**src/rtl/picorv32_mem_pkg.sv**
```systemverilog
// Shared types and constants for the picorv32 native-bus to single-port SRAM responder.
package picorv32_mem_pkg;

  typedef enum logic [1:0] {
    ST_IDLE  = 2'd0,
    ST_ISSUE = 2'd1,
    ST_WAIT  = 2'd2,
    ST_RESP  = 2'd3
  } mem_state_e;

  localparam logic [31:0] ERR_RDATA  = 32'h0000_0000;
  localparam int          WAIT_CNT_W = 2;
  localparam int          ERR_CNT_W  = 8;

  function automatic logic [ERR_CNT_W-1:0] sat_inc(input logic [ERR_CNT_W-1:0] value);
    logic [ERR_CNT_W-1:0] result;
    if (&value) begin
      result = value;
    end else begin
      result = value + {{(ERR_CNT_W-1){1'b0}}, 1'b1};
    end
    return result;
  endfunction

endpackage

```
**src/rtl/picorv32_mem_decode.sv**
```systemverilog
// Address window and word-alignment check for the SRAM responder.
module picorv32_mem_decode #(
  parameter logic [31:0] BASE_ADDR  = 32'h0000_0000,
  parameter int          ADDR_WIDTH = 9
) (
  input  logic [31:0] mem_addr,
  output logic        hit
);

  // Only the bits above the word-address field select the window.
  localparam logic [31:0] TAG_MASK = ~((32'd1 << (ADDR_WIDTH + 2)) - 32'd1);

  logic tag_match;
  logic aligned;

  assign tag_match = (((mem_addr ^ BASE_ADDR) & TAG_MASK) == 32'h0000_0000);
  assign aligned   = (mem_addr[1:0] == 2'b00);
  assign hit       = tag_match && aligned;

endmodule

```
**src/rtl/picorv32_mem_responder.sv**
```systemverilog
// picorv32 native memory bus responder driving an external single-port SRAM macro.
module picorv32_mem_responder
  import picorv32_mem_pkg::*;
#(
  parameter logic [31:0] BASE_ADDR   = 32'h0000_0000,
  parameter int          ADDR_WIDTH  = 9,
  parameter int          WAIT_STATES = 0
) (
  input  logic                  clk,
  input  logic                  reset,
  input  logic                  mem_valid,
  input  logic                  mem_instr,
  input  logic [31:0]           mem_addr,
  input  logic [31:0]           mem_wdata,
  input  logic [3:0]            mem_wstrb,
  output logic                  mem_ready,
  output logic [31:0]           mem_rdata,
  output logic                  sram_csb0,
  output logic                  sram_web0,
  output logic [3:0]            sram_wmask0,
  output logic [ADDR_WIDTH-1:0] sram_addr0,
  output logic [31:0]           sram_din0,
  input  logic [31:0]           sram_dout0,
  output logic                  bus_err,
  output logic [ERR_CNT_W-1:0]  err_count
);

  localparam logic [WAIT_CNT_W-1:0] WAIT_INIT = WAIT_CNT_W'(WAIT_STATES);

  mem_state_e            state_q, state_d;
  logic                  mem_ready_q, mem_ready_d;
  logic [31:0]           mem_rdata_q, mem_rdata_d;
  logic                  bus_err_q, bus_err_d;
  logic [ERR_CNT_W-1:0]  err_count_q, err_count_d;
  logic                  csb_q, csb_d;
  logic                  web_q, web_d;
  logic [3:0]            wmask_q, wmask_d;
  logic [ADDR_WIDTH-1:0] addr_q, addr_d;
  logic [31:0]           din_q, din_d;
  logic [WAIT_CNT_W-1:0] wait_cnt_q, wait_cnt_d;

  logic hit;
  logic instr_unused;

  assign instr_unused = mem_instr;

  picorv32_mem_decode #(
    .BASE_ADDR  (BASE_ADDR),
    .ADDR_WIDTH (ADDR_WIDTH)
  ) u_decode (
    .mem_addr (mem_addr),
    .hit      (hit)
  );

  always_comb begin
    state_d     = state_q;
    mem_ready_d = 1'b0;
    mem_rdata_d = mem_rdata_q;
    bus_err_d   = 1'b0;
    err_count_d = err_count_q;
    // Chip select and write enable are strobes: asserted only for the ISSUE cycle.
    csb_d       = 1'b1;
    web_d       = 1'b1;
    wmask_d     = wmask_q;
    addr_d      = addr_q;
    din_d       = din_q;
    wait_cnt_d  = wait_cnt_q;

    unique case (state_q)
      ST_IDLE: begin
        if (mem_valid) begin
          if (hit) begin
            csb_d   = 1'b0;
            web_d   = ~|mem_wstrb;
            wmask_d = mem_wstrb;
            addr_d  = mem_addr[ADDR_WIDTH+1:2];
            din_d   = mem_wdata;
            state_d = ST_ISSUE;
          end else begin
            mem_rdata_d = ERR_RDATA;
            bus_err_d   = 1'b1;
            mem_ready_d = 1'b1;
            err_count_d = sat_inc(err_count_q);
            state_d     = ST_RESP;
          end
        end
      end

      ST_ISSUE: begin
        // web_q still holds the accepted request's direction.
        if (!web_q) begin
          mem_ready_d = 1'b1;
          state_d     = ST_RESP;
        end else begin
          wait_cnt_d = WAIT_INIT;
          state_d    = ST_WAIT;
        end
      end

      ST_WAIT: begin
        if (wait_cnt_q == '0) begin
          mem_rdata_d = sram_dout0;
          mem_ready_d = 1'b1;
          state_d     = ST_RESP;
        end else begin
          wait_cnt_d = wait_cnt_q - 1'b1;
        end
      end

      ST_RESP: begin
        state_d = ST_IDLE;
      end

      default: begin
        state_d = ST_IDLE;
      end
    endcase
  end

  always_ff @(posedge clk) begin
    if (reset) begin
      state_q     <= ST_IDLE;
      mem_ready_q <= 1'b0;
      mem_rdata_q <= 32'h0000_0000;
      bus_err_q   <= 1'b0;
      err_count_q <= '0;
      csb_q       <= 1'b1;
      web_q       <= 1'b1;
      wmask_q     <= 4'b0000;
      addr_q      <= '0;
      din_q       <= 32'h0000_0000;
      wait_cnt_q  <= '0;
    end else begin
      state_q     <= state_d;
      mem_ready_q <= mem_ready_d;
      mem_rdata_q <= mem_rdata_d;
      bus_err_q   <= bus_err_d;
      err_count_q <= err_count_d;
      csb_q       <= csb_d;
      web_q       <= web_d;
      wmask_q     <= wmask_d;
      addr_q      <= addr_d;
      din_q       <= din_d;
      wait_cnt_q  <= wait_cnt_d;
    end
  end

  assign mem_ready   = mem_ready_q;
  assign mem_rdata   = mem_rdata_q;
  assign bus_err     = bus_err_q;
  assign err_count   = err_count_q;
  assign sram_csb0   = csb_q;
  assign sram_web0   = web_q;
  assign sram_wmask0 = wmask_q;
  assign sram_addr0  = addr_q;
  assign sram_din0   = din_q;

endmodule

```
**config.mk**
```make
export PLATFORM = sky130hd
export DESIGN_NAME = picorv32_mem_responder
export DESIGN_NICKNAME = d
export VERILOG_FILES = /design/src/rtl/picorv32_mem_pkg.sv /design/src/rtl/picorv32_mem_decode.sv /design/src/rtl/picorv32_mem_responder.sv
export SDC_FILE = /design/constraint.sdc
export NUM_CORES = 1
export LEC_CHECK = 0
export BUFFER_PORTS_ARGS = -buffer_cell sky130_fd_sc_hd__buf_4
export CAP_MARGIN = 20
export CORE_MARGIN = 1.5
export CORE_UTILIZATION = 48
export CTS_CLUSTER_DIAMETER = 50
export DETAILED_ROUTE_END_ITERATION = 7
export HOLD_SLACK_MARGIN = 0.05
export PLACE_DENSITY = 0.85
export SYNTH_ARGS = -nofsm -noshare
export SYNTH_HDL_FRONTEND = slang
export SYNTH_HIERARCHICAL = 1
export SYNTH_SLANG_ARGS = --single-unit
export TNS_END_PERCENT = 100
```
**constraint.sdc**
```tcl
create_clock -name clk -period 3.9 [get_ports clk]
set_clock_uncertainty 0.1 [all_clocks]
set_input_delay 0.39 -clock clk [delete_from_list [all_inputs] [get_ports clk]]
set_output_delay 0.39 -clock clk [all_outputs]
set_load 0.02 [all_outputs]
```
==> flow_metrics.py <==
metrics = {
    "power": {
        "p_per_area_nw_per_um2": 454,
        "p_total_mw": 2.39,
        "ir_drop_mv": 0.234,
        "p_leak_nw": 2.20,
    },
    "logic_synthesis": {
        "synth_xor_xnor_area_share_pct": 0.241,
        "synthFlopType": "dfxtp_1",
        "synth.most_common_cell": "nand2_1",
        "yosysUniqueCellTypes": 43,
        "synth_largest_area_cell": "dfxtp_1",
        "yosysWarnings": 6,
        "synth-adder-area-share_pct": 2.41,
        "ys_seq_area_share_pct": 51.2,
        "synth_common_cells": "nand2_1 (125), dfxtp_1 (93), a21oi_1 (80)",
        "synth.area.top_cells": "dfxtp_1 (51%), nand2_1 (13%), a21oi_1 (11%)",
        "synth_compound_area_share_pct": 16.0,
        "synth_edf_count": 0,
        "synth-simple-area-share_pct": 23.8,
        "synth_fp_nets": 555,
        "ys_ff_latch": 93,
        "synth_top_family_by_area": "simple AND/OR/NAND/NOR gates",
        "syn-cell-area_sq_um": 3630,
        "synth_top_area_share_pct": 51.2,
        "muxShareOfSynthArea_pct": 0.585,
        "async_reset_ff_share_pct": 0,
        "postSynthCellCount": 444,
        "avgSynthCellArea_sq_um": 8.18,
    },
    "grt": {
        "track_usage_pct": 24.6,
        "grt_max_degree": 94,
        "grt_pass1_vias": 3552,
        "grt-ovfl-total": 0,
        "antenna_found_initial": 0,
        "grt_pass1_wl_mm": 16.4,
    },
    "finish": {
        "drive_above_1_share_pct": 35.0,
        "syn_to_final_growth_pct": 44.8,
        "n_antenna_cell": 0,
        "nFillCells": 585,
        "seqCellArea_sq_um": 1860,
        "multi_input_area_sq_um": 1570,
        "final_util_pct": 72.1,
        "design_area_sq_um": 5260,
        "nets": 729,
    },
    "routing": {
        "wirelength_mm": 9.85,
        "dr.pass1.iters": 4,
        "drc_errors": 0,
        "vias": 3692,
        "avgViaCountPerCell": 5.11,
        "ant_nets": 0,
        "first_iter_violations": 119,
        "avgRoutedWirePerCell_um": 13.6,
    },
    "clocking": {
        "cts_tree": "done",
        "postCtsSetupBuffers": 0,
        "cts_max_path_buffers": 2,
        "cts_made_buffers": 9,
        "cts_root_buffer": "clkbuf_8",
        "cts_hold_buf": 0,
        "cts_num_sinks": 93,
        "clk_pin_slew_ns": 0.10,
        "cts_resized": 0,
        "htree_levels": 3,
        "insertion_delay_ns": 0.35,
    },
    "die": {
        "die_w_um": 90.0,
        "io_pins": 193,
        "start_util_pct": 49.8,
        "num_rows": 31,
        "die-area_sq_um": 8100,
        "core_area_sq_um": 7290,
        "die_h_um": 90.0,
    },
    "sta": {
        "worst_pin_slew_ns": 0.976,
        "final-hold-violation-count": 0,
        "tns_ns": 0,
        "setup_viol": 0,
        "fin_crit_ns": 2.40,
        "maxSlewHeadroom_pct": 34.9,
        "rsz0062_at_grt": "no",
        "final-max-slew-violation-count": 0,
        "fmax_ghz": 0.417,
        "period_share_pct": 61.5,
    },
    "worst_setup_path": {
        "arrival_ns": 2.57,
        "endpoint": "mem_rdata[11]",
        "path_max_fanout": 38,
        "start_kind": "register",
        "cp-startpoint": "state_q[0]",
        "crit_type": "register to register",
        "rr_worst_depth": 7,
        "required_ns": 4.07,
        "rrSetupSlack_ns": 1.50,
        "r2r_end": "mem_rdata[11]",
        "r2r_start": "state_q[0]",
        "end_kind": "register",
    },
    "place": {
        "place_hpwl_mm": 7.06,
        "portBuffers": 191,
        "gp_congestion": 0.754,
        "placed_area_sq_um": 5050,
    },
    "min_path": {
        "min_path_cells": 2,
        "hp-class": "primary input to register",
    },
    "run": {
        "cap_violations": 0,
    },
    "status": {
        "outcome": "complete, no violations",
    },
}
-- cell usage in the layout (no fill, tap or decap), types with 2 or more instances in the layout --
cell        netlist  layout
nand2_1         125     125
nor4_1            4       4
and3_1            3       3
clkbuf_8          0      10
dfxtp_1          93      93
a31oi_1           2       2
buf_4             3     194
a211oi_1          4       4
nand4_1           2       2
nor2_1           13      13
a21oi_1          80      80
a2bb2oi_1         2       2
ha_1              7       7
clkinvlp_4        0       3
inv_1             9       9
o21ai_0           2       2
nand3_1          37      36
nor2b_1           3       3
nor3_1            5       5
-- report_power, final --
group / switching, mW / internal [mW]
Sequential: 0.0423 / 1.02
Clock: 0.343 / 0.317
Combinational: 0.411 / 0.257
Total: 0.796 / 1.59
-- per-stage QoR --
| stage | std cells | setup slack, ns | hold WS [ns] |
|---|---|---|---|
| 6_report | 722 | 1.50 | 0.113 |
| 3_5_place_dp | 706 | 1.16 | 0.344 |
| 4_1_cts | 722 | 1.49 | 0.0953 |
| 5_1_grt | 722 | 1.29 | 0.0966 |
| 3_3_place_gp | 706 | 1.25 | 0.338 |
| 2_1_floorplan | 444 | 1.91 | 0.372 |
-- cell type report --
| class | instances | area share (%) |
|---|---|---|
| clock buffers | 10 | 2.62 |
| clock inverters | 6 | 1.33 |
| inverters | 10 | 0.737 |
| multi-input cells | 310 | 29.9 |
| flip-flops and latches | 93 | 35.4 |
| well taps | 99 | 2.35 |
| repair buffers | 194 | 27.7 |
-- worst min-delay path by stage --
stage	from	endpoint	slack [ns]
CTS	mem_wstrb[3]	sram_web0	0.1
detailed placement	mem_rdata[12]	mem_rdata[12]	0.34
global placement	mem_rdata[2]	mem_rdata[2]	0.34
floorplan	wait_cnt_q[0]	wait_cnt_q[0]	0.37
finish	mem_wstrb[3]	sram_web0	0.11
global route	mem_wstrb[3]	sram_web0	0.1
-- flip-flops by register name (all words and copies together) (netlist names) --
register,flops
mem_rdata,32
sram_web0,1
sram_din0,32
err_count,8
bus_err,1
mem_ready,1
sram_addr0,9
sram_wmask0,4
wait_cnt_q,2
sram_csb0,1
state_q,2
-- per-layer routing --
metal / track usage [%] / vias up / routed length [um]
li1: - / 1841 / -
met3: 6.94 / 12 / 849
met5: 0 / - / 0
met2: 42.6 / 153 / 4710
met4: 8.33 / 0 / 142
met1: 29.1 / 1686 / 4160
-- logic make-up after synthesis --
group           Yosys count
xor+xnor                  1
mux                       2
simple gates            199
buf+inv                  41
fa+ha+maj                 7
flops                    93
compound gates          101
-- critical path, stage by stage, from the launching register on --
cell	delay (ns)
dfxtp_1	0.34
inv_1	0.15
ha_1	0.18
buf_4	0.36
clkinv_2	0.19
o22ai_4	0.67
nand2_1	0.13
a21oi_1	0.18
(Power assumes the default switching activity.)
